$ cat config.mk
export PLATFORM = sky130hd
export DESIGN_NAME = l1ca_channel_ctrl
export DESIGN_NICKNAME = d
export VERILOG_FILES = /design/src/rtl/l1ca_channel_ctrl.sv
export SDC_FILE = /design/constraint.sdc
export NUM_CORES = 1
export LEC_CHECK = 0
export BUFFER_PORTS_ARGS = -buffer_cell sky130_fd_sc_hd__buf_2
export CAP_MARGIN = 10
export CORE_MARGIN = 2
export CORE_UTILIZATION = 50
export CTS_CLUSTER_SIZE = 24
export DETAILED_ROUTE_END_ITERATION = 10
export PLACE_DENSITY = 0.81
export SYNTH_ARGS = -nofsm -noshare
export SYNTH_HDL_FRONTEND = slang
export SYNTH_SLANG_ARGS = --single-unit
$ cat constraint.sdc
create_clock -name clk -period 3.3 [get_ports clk]
set_clock_uncertainty 0.15 [all_clocks]
set_input_delay 0.165 -clock clk [delete_from_list [all_inputs] [get_ports clk]]
set_output_delay 0.165 -clock clk [all_outputs]
set_load 0.005 [all_outputs]
$ cat src/rtl/l1ca_channel_ctrl.sv
// Per-channel sequencer for the L1 C/A code generator: SV selection, G2 tap lookup,
// generator load/advance control and code-phase tracking (chip, epoch, bit edge).
module l1ca_channel_ctrl #(
  parameter int NUM_SVS    = 32,
  parameter int CODE_LEN   = 1023,
  parameter int MS_PER_BIT = 20
) (
  input  logic        clk,
  input  logic        rst,
  input  logic        req_valid,
  input  logic [5:0]  req_sv,
  output logic        req_ready,
  input  logic        stop,
  input  logic        chip_tick,
  output logic        gen_set,
  output logic        gen_en,
  output logic [0:9]  gen_taps,
  output logic        code_valid,
  output logic [5:0]  cur_sv,
  output logic [9:0]  chip_idx,
  output logic [4:0]  ms_idx,
  output logic        epoch,
  output logic        bit_edge,
  output logic        err,
  output logic        tick_drop
);

  typedef enum logic [1:0] {IDLE, LOAD, RUN} state_e;

  state_e      state_q;
  logic        pending_q;
  logic [5:0]  pending_sv_q;
  logic [5:0]  cur_sv_q;
  logic [0:9]  taps_q;
  logic [9:0]  chip_q;
  logic [4:0]  ms_q;
  logic        gen_set_q, code_valid_q, epoch_q, bit_edge_q, err_q, tick_drop_q;

  logic        accept;
  logic        sv_ok;
  logic        last_chip;
  logic        last_ms;
  logic [5:0]  sv_sel_d;
  logic [0:9]  taps_d;

  // G2 tap pair per PRN, packed as two hex digits {t1, t2}; bit (tap-1) of the mask is set.
  function automatic logic [0:9] tap_lookup(input logic [4:0] sv);
    logic [7:0] pair;
    logic [0:9] mask;
    case (sv)
      5'd0:  pair = 8'h26;  5'd1:  pair = 8'h37;  5'd2:  pair = 8'h48;  5'd3:  pair = 8'h59;
      5'd4:  pair = 8'h19;  5'd5:  pair = 8'h2A;  5'd6:  pair = 8'h18;  5'd7:  pair = 8'h29;
      5'd8:  pair = 8'h3A;  5'd9:  pair = 8'h23;  5'd10: pair = 8'h34;  5'd11: pair = 8'h56;
      5'd12: pair = 8'h67;  5'd13: pair = 8'h78;  5'd14: pair = 8'h89;  5'd15: pair = 8'h9A;
      5'd16: pair = 8'h14;  5'd17: pair = 8'h25;  5'd18: pair = 8'h36;  5'd19: pair = 8'h47;
      5'd20: pair = 8'h58;  5'd21: pair = 8'h69;  5'd22: pair = 8'h13;  5'd23: pair = 8'h46;
      5'd24: pair = 8'h57;  5'd25: pair = 8'h68;  5'd26: pair = 8'h79;  5'd27: pair = 8'h8A;
      5'd28: pair = 8'h16;  5'd29: pair = 8'h27;  5'd30: pair = 8'h38;
      default: pair = 8'h49;
    endcase
    mask = '0;
    mask[pair[7:4] - 4'd1] = 1'b1;
    mask[pair[3:0] - 4'd1] = 1'b1;
    return mask;
  endfunction

  // A request arriving together with stop must never be taken.
  assign req_ready = !stop && ((state_q == IDLE) || (state_q == RUN && !pending_q));
  assign accept    = req_valid && req_ready;
  assign sv_ok     = int'(req_sv) < NUM_SVS;
  assign last_chip = (chip_q == 10'(CODE_LEN - 1));
  assign last_ms   = (ms_q == 5'(MS_PER_BIT - 1));
  assign sv_sel_d  = (state_q == IDLE) ? req_sv : pending_sv_q;
  assign taps_d    = tap_lookup(sv_sel_d[4:0]);

  always_ff @(posedge clk or negedge rst) begin
    if (!rst) begin
      state_q      <= IDLE;
      pending_q    <= 1'b0;
      pending_sv_q <= '0;
      cur_sv_q     <= '0;
      taps_q       <= '0;
      chip_q       <= '0;
      ms_q         <= '0;
      gen_set_q    <= 1'b0;
      code_valid_q <= 1'b0;
      epoch_q      <= 1'b0;
      bit_edge_q   <= 1'b0;
      err_q        <= 1'b0;
      tick_drop_q  <= 1'b0;
    end else begin
      gen_set_q  <= 1'b0;
      epoch_q    <= 1'b0;
      bit_edge_q <= 1'b0;
      err_q      <= 1'b0;
      if (stop) begin
        state_q      <= IDLE;
        code_valid_q <= 1'b0;
        pending_q    <= 1'b0;
        tick_drop_q  <= 1'b0;
        chip_q       <= '0;
        ms_q         <= '0;
      end else begin
        case (state_q)
          IDLE: begin
            if (accept) begin
              if (sv_ok) begin
                state_q   <= LOAD;
                cur_sv_q  <= req_sv;
                taps_q    <= taps_d;
                gen_set_q <= 1'b1;
                chip_q    <= '0;
                ms_q      <= '0;
              end else begin
                err_q <= 1'b1;
              end
            end
          end
          LOAD: begin
            state_q      <= RUN;
            code_valid_q <= 1'b1;
            if (chip_tick) tick_drop_q <= 1'b1;
          end
          RUN: begin
            if (accept) begin
              if (sv_ok) begin
                pending_q    <= 1'b1;
                pending_sv_q <= req_sv;
              end else begin
                err_q <= 1'b1;
              end
            end
            if (chip_tick) begin
              if (last_chip) begin
                chip_q  <= '0;
                epoch_q <= 1'b1;
                if (last_ms) begin
                  ms_q       <= '0;
                  bit_edge_q <= 1'b1;
                end else begin
                  ms_q <= ms_q + 5'd1;
                end
                // Pending SV switch happens only here, so a code period is never cut short.
                if (pending_q) begin
                  state_q      <= LOAD;
                  cur_sv_q     <= pending_sv_q;
                  taps_q       <= taps_d;
                  pending_q    <= 1'b0;
                  gen_set_q    <= 1'b1;
                  code_valid_q <= 1'b0;
                  ms_q         <= '0;
                end
              end else begin
                chip_q <= chip_q + 10'd1;
              end
            end
          end
          default: state_q <= IDLE;
        endcase
      end
    end
  end

  assign gen_en     = (state_q == RUN) && chip_tick;
  assign gen_set    = gen_set_q;
  assign gen_taps   = taps_q;
  assign code_valid = code_valid_q;
  assign cur_sv     = cur_sv_q;
  assign chip_idx   = chip_q;
  assign ms_idx     = ms_q;
  assign epoch      = epoch_q;
  assign bit_edge   = bit_edge_q;
  assign err        = err_q;
  assign tick_drop  = tick_drop_q;

endmodule

======== Yosys cells after proc, flatten, opt, wreduce, memory -nomap -nowiden ========
Memory sizes are Yosys's and may differ from the RTL's.
Cells that the tools add are included.
W data, S select, Z words.
word-level totals
  word-level logic and storage cells ...... 138
  input port bits ......................... 11
  memories kept ........................... 1
  register bits ........................... 46
  output and inout bits ................... 39
  bits in read-only memories .............. 256
memory list
  name             depth  bits a word  read ports  clocked after memory_dff  wr ports  line  RTL
  (no name shown)  32     8            1           0                         0         50    case (sv)
operators by class
  bitwise gates (word level) .............. 4
  $add $sub $neg .......................... 4
  multiplexer cells ....................... 73
  reductions and logical operators ........ 24
  equality and inequality tests ........... 14
  order comparisons ....................... 5
operator list
  operator                 count
  $mux W10                 10
  $mux W5                  8
  $pmux W10 S2             2
  $mux W1                  35
  $mux W6                  5
  $ne A3 B3 Y1 const B     5
  $mux W2                  6
  $pmux W6 S2              1
  $reduce_and A4 Y1        3
  $add A10 B1 Y10 const B  1
  $eq A10 B10 Y1 const B   1
  $ge A5 B5 Y1 const B     2
  $lt A5 B1 Y1 const B     2
  $ne A2 B2 Y1 const B     5
  $not A4 Y5               2
  $or A10 B10 Y10          1
  $pmux W5 S2              1
  $reduce_and A5 Y1        2
  $demux W1 S4             2
  $reduce_bool A2 Y1       4
  $sub A4 B1 Y4 const B    2
  $reduce_and A7 Y1        1
  $logic_and A1 B1 Y1      6
  $lt A6 B6 Y1 const B     1
  13 further kinds         16

======== Depth between registers and ports, before layout ========
An unclocked memory read counts as a cell.
  depth after elaboration ................. 14
  mapped depth ............................ 13
  depth with buffers taken out ............ 11

======== Least setup slack after synthesis ========
OpenSTA, ideal clock, no wires.
  path kind ............................... reg-to-reg
  start ................................... register state_q[1]
  end ..................................... register taps_q (netlist bit gen_taps[5])
  data arrival time ....................... 2619 ps
  stages on the path, launching flop included .. 12
  path buffers ............................ 2
  data required time ...................... 3029 ps
  setup slack ............................. 409 ps
  setup time .............................. 121 ps
  period minus slack after synthesis ...... 2891 ps
  path through ............................ dfrtp_1 -> buf_6 -> or2_1 -> buf_6 -> mux2i_4 -> inv_2 -> ha_1 -> or3_1 -> a22o_1 -> a32o_1 -> and2b_1 -> o22a_1
between the ends
  cells in the longest elaborated chain, start to end .. 14
  elaborated cells on any way between the ends .. 36
  those cells by class .................... 2 x add/sub; 4 x order compare; 6 x eq/ne; 11 x mux; 3 x bitwise; 9 x reduce/logical; 1 x memory
RTL lines
  element                                                           line         RTL
  from (decl)                                                       30           state_e state_q;
  from (signal assigned)                                            78           state_q <= IDLE;
  from (signal assigned)                                            97           state_q <= IDLE;
  from (signal assigned)                                            108          state_q <= LOAD;
  $logic_not A2 Y1                                                  68, 73, 104
  $mux W5                                                           73           assign sv_sel_d = (state_q == IDLE) ? req_sv : pending_sv_q;
  $mem_v2 Z32 W8                                                    n/a
  $sub A4 B1 Y4, on equally long branches                           62, 63
  $not A4 Y5, on equally long branches                              62, 63
  $ge A5 B5 Y1 (implied by the code), or another cell as far along  62           mask[pair[7:4] - 4'd1] = 1'b1;
  $logic_and A1 B1 Y1, on equally long branches                     62, 63
  $mux W1, on equally long branches                                 62, 63
  $demux W1 S4, on equally long branches                            62, 63
  $or A10 B10 Y10 (no line)                                         n/a
  $mux W10                                                          144          if (pending_q) begin
  $mux W10                                                          134          if (last_chip) begin
  $mux W10                                                          133          if (chip_tick) begin
  $pmux W10 S2                                                      104          case (state_q)
  to (signal assigned)                                              110          taps_q <= taps_d;
  to (signal assigned)                                              147          taps_q <= taps_d;
  to (decl)                                                         34           logic [0:9] taps_q;
Parallel ways exist; a longest one is shown, timed or not. The select of a mux whose other input is x is not followed.
A chain may end at the register's enable or synchronous reset.

======== Worst setup path after layout ========
  start ................................... register state_q[1]
  end ..................................... register taps_q (netlist bit gen_taps[9])
Same word-level chain as after synthesis.

==> flow_summary.toml <==
[worst_hold_path]
hold_depth = 2
min_path_type = "primary input to register"
min_from = "stop"
holdPathEnd = "pending_q"

[synth]
synthTopCellsByArea = "dfrtp_1 (37%), nand2_1 (4.4%), o21ai_0 (4.0%)"
syn-num-nets = 383
syn_area_per_cell_um2 = 8.64
synth_edf_count = 0
ys_seq_elements = 46
async_flop_share_pct = 100
ys.flop_type = "dfrtp_1"
ys_warn_count = 0
yosys.area.top_type = "dfrtp_1"
syn_area_um2 = 3140
synth.distinct_cells = 64
yosysSeqAreaShare_pct = 36.7
synth.top_cell.area_share_pct = 36.7
postSynthCellCount = 363

[power]
power_frac_seq_pct = 43.0
power_density_nw_per_um2 = 448
ir_drop_v = 0.000360
switching_share_pct = 33.6
clockPowerShare_pct = 26.6
p_leak_nw = 1.62
intPower_mw = 1.06
combPwrFrac_pct = 30.4
p_switching_uw = 537
power_mw = 1.60

[final_layout]
syn2layout_area_growth_pct = 13.9
fin_nets = 429
final_cell_mix = "buf_2 (49), dfrtp_1 (46), nand2_1 (37), nor2_1 (32), o21ai_0 (25)"
fillers = 490
drive_gt1_share_pct = 21.0
final_common_cell = "buf_2"
diodes = 0

[sta]
finalSetupViolCount = 0
period_minus_slack_ps = 3000
timing.slew.headroom_pct = 32.0
rsz0062_at_grt = "false"
worst_slew_pin_slew_ps = 1020
fin_setup_tns_ps = 0
slew_violations = 0
max_freq_ghz = 0.333
hold_viol = 0
period_share_pct = 90.9

[worst_setup_path]
reg2reg_from = "state_q[1]"
crit_path_start_kind = "register"
cp_max_fo = 7
worstReg2RegEnd = "gen_taps[9]"
cp.arrival_ps = 3030
path_class = "register to register"
crit_required_ps = 3330
path_cells = "or2_1 > mux2i_4 > inv_2 > ha_1 > and3_1 > o41ai_1 > a21oi_1 > nand2_1 > a2bb2oi_1 > a21oi_1"
cpMostUsedCell = "a21oi_1"
r2r_setup_slack_ps = 300
r2r_cells = 10
cpPeakStageDelay_ps = 560
end_kind = "register"
cp_slowest_cell = "o41ai_1"

[placed_design]
port_buffers = 49
hpwlAfterDp_um = 5760
place.gp.congestion = 0.994

[clock_network]
cts_resized = 0
hold_buffers = 4
clockBufferDepth = 2
cts_buffers = 5
clkSinkCount = 46
post_cts_buffers = 0
clock_tree.root_cell = "clkbuf_8"
htreeDepth = 2
clk_latency_ps = 310
path_clk_slew_ps = 90
cts_tree = "yes"

[floorplan]
die_h_um = 83.2
rows = 28
coreArea_um2 = 5990
dieArea_um2 = 6930
start_util_pct = 52.4
fp.dieW_um = 83.2
ios = 50

[routing]
drtAntennaViolNets = 0
first_pass_iters = 6
totalWireLength_um = 8050
routedWlPerCell_um = 16.6
num_vias = 3000
dr.first_iter.drc_count = 307
vias_per_cell = 6.19
drcViolationCount = 0

[grt]
grt-ovfl-total = 0
track_usage_pct = 23.7
grt_first_pass_wirelength_um = 13500
grt_pass1_vias = 2789
antenna_found_initial = 0
grt_max_degree = 47

[flow_run]
maxCapViolations = 0

[run_status]
status = "completed"
## metal layers
metal / GRT usage, % / routed length [µm] / vias to the layer above
li1: - / - / 1426
met1: 34.2 / 3710 / 1409
met2: 36.4 / 3610 / 145
met3: 4.17 / 580 / 20
met4: 7.30 / 155 / 0
met5: 0 / 0 / -
## power groups by stage
stage / Combinational [mW] / Sequential [mW] / Clock (mW)
floorplan: 0.327 / 0.683 / 0
global placement: 0.463 / 0.696 / 0
detailed placement: 0.473 / 0.699 / 0
CTS: 0.479 / 0.687 / 0.430
global route: 0.533 / 0.698 / 0.458
finish: 0.487 / 0.688 / 0.426
## critical path, delay by kind of cell, from the launching register on
| kind | cells | cell delay [ps] |
|---|---|---|
| compound gates | 4 | 1040 |
| fa+ha+maj | 1 | 260 |
| buf+inv | 1 | 110 |
| flops | 1 | 380 |
| mux | 1 | 280 |
| simple gates | 3 | 650 |
## Yosys cell counts, types with 2 or more instances
master / count
and3_1: 5
ha_1: 9
a22oi_1: 3
o21a_1: 2
and2_1: 5
or3b_1: 2
o32a_1: 2
xor2_1: 6
inv_1: 10
nand4_1: 4
a21oi_1: 19
a21o_1: 2
nand2_1: 37
dfrtp_1: 46
clkbuf_1: 10
buf_2: 9
a31oi_1: 13
and2b_1: 2
mux2_2: 6
nand3_1: 13
nor4b_1: 4
o22a_1: 3
a32o_1: 4
nand3b_1: 3
a2bb2oi_1: 3
buf_6: 4
nor2_1: 32
nor3_1: 8
o32ai_1: 2
o21bai_1: 2
or3_1: 8
a32oi_1: 3
a211oi_1: 6
o21ai_0: 25
nor2b_1: 5
nand2b_1: 10
a22o_1: 4
a221oi_1: 2
mux2i_1: 4
and2_0: 2
## layout make-up
type | count | area, µm² | area share [%]
clock inverters | 3 | 43.8 | 1.23
inverters | 11 | 41.3 | 1.16
well taps | 75 | 93.8 | 2.63
repair buffers | 62 | 353 | 9.87
flip-flops and latches | 46 | 1150 | 32.2
multi-input cells | 283 | 1820 | 51.0
clock buffers | 5 | 68.8 | 1.93
## sequential cells by signal, indices dropped and copies added (netlist names)
| name | count |
|---|---|
| ms_idx | 5 |
| code_valid | 1 |
| gen_taps | 10 |
| gen_set | 1 |
| cur_sv | 6 |
| tick_drop | 1 |
| epoch | 1 |
| chip_idx | 10 |
| pending_q | 1 |
| pending_sv_q | 6 |
| bit_edge | 1 |
| state_q | 2 |
| err | 1 |
## through the flow
step                      area [µm²]  hold WS (ps)  utilization [%]  setup WS [ps]  cells
after global routing            3570          48.0             59.7            163    485
final                           3570          44.9             59.7            299    485
after global placement          3420           236             57.1            445    473
after detailed placement        3420           244             57.1            365    473
after CTS                       3570          43.0             59.7            345    485
after floorplan                 3140          -281                -            409    363
## kinds of logic after synthesis
kind of cell / Yosys count / share of synthesized area, %
buf+inv: 34 / 5.38
xor+xnor: 6 / 1.67
fa+ha+maj: 9 / 3.59
flops: 46 / 36.7
compound gates: 108 / 23.8
mux: 11 / 4.15
simple gates: 149 / 24.7
## how the worst max path moves through the flow
stage / depth (start not counted) / endpoint / startpoint / slack [ps]
6_report: 10 / gen_taps[9] / state_q[1] / 300
5_1_grt: 9 / gen_taps[5] / state_q[0] / 160
4_1_cts: 9 / gen_taps[5] / state_q[1] / 340
3_5_place_dp: 9 / gen_taps[5] / state_q[1] / 360
3_3_place_gp: 9 / gen_taps[5] / state_q[1] / 440
2_1_floorplan: 11 / gen_taps[5] / state_q[1] / 410
Power figures use the tool's default switching activity.
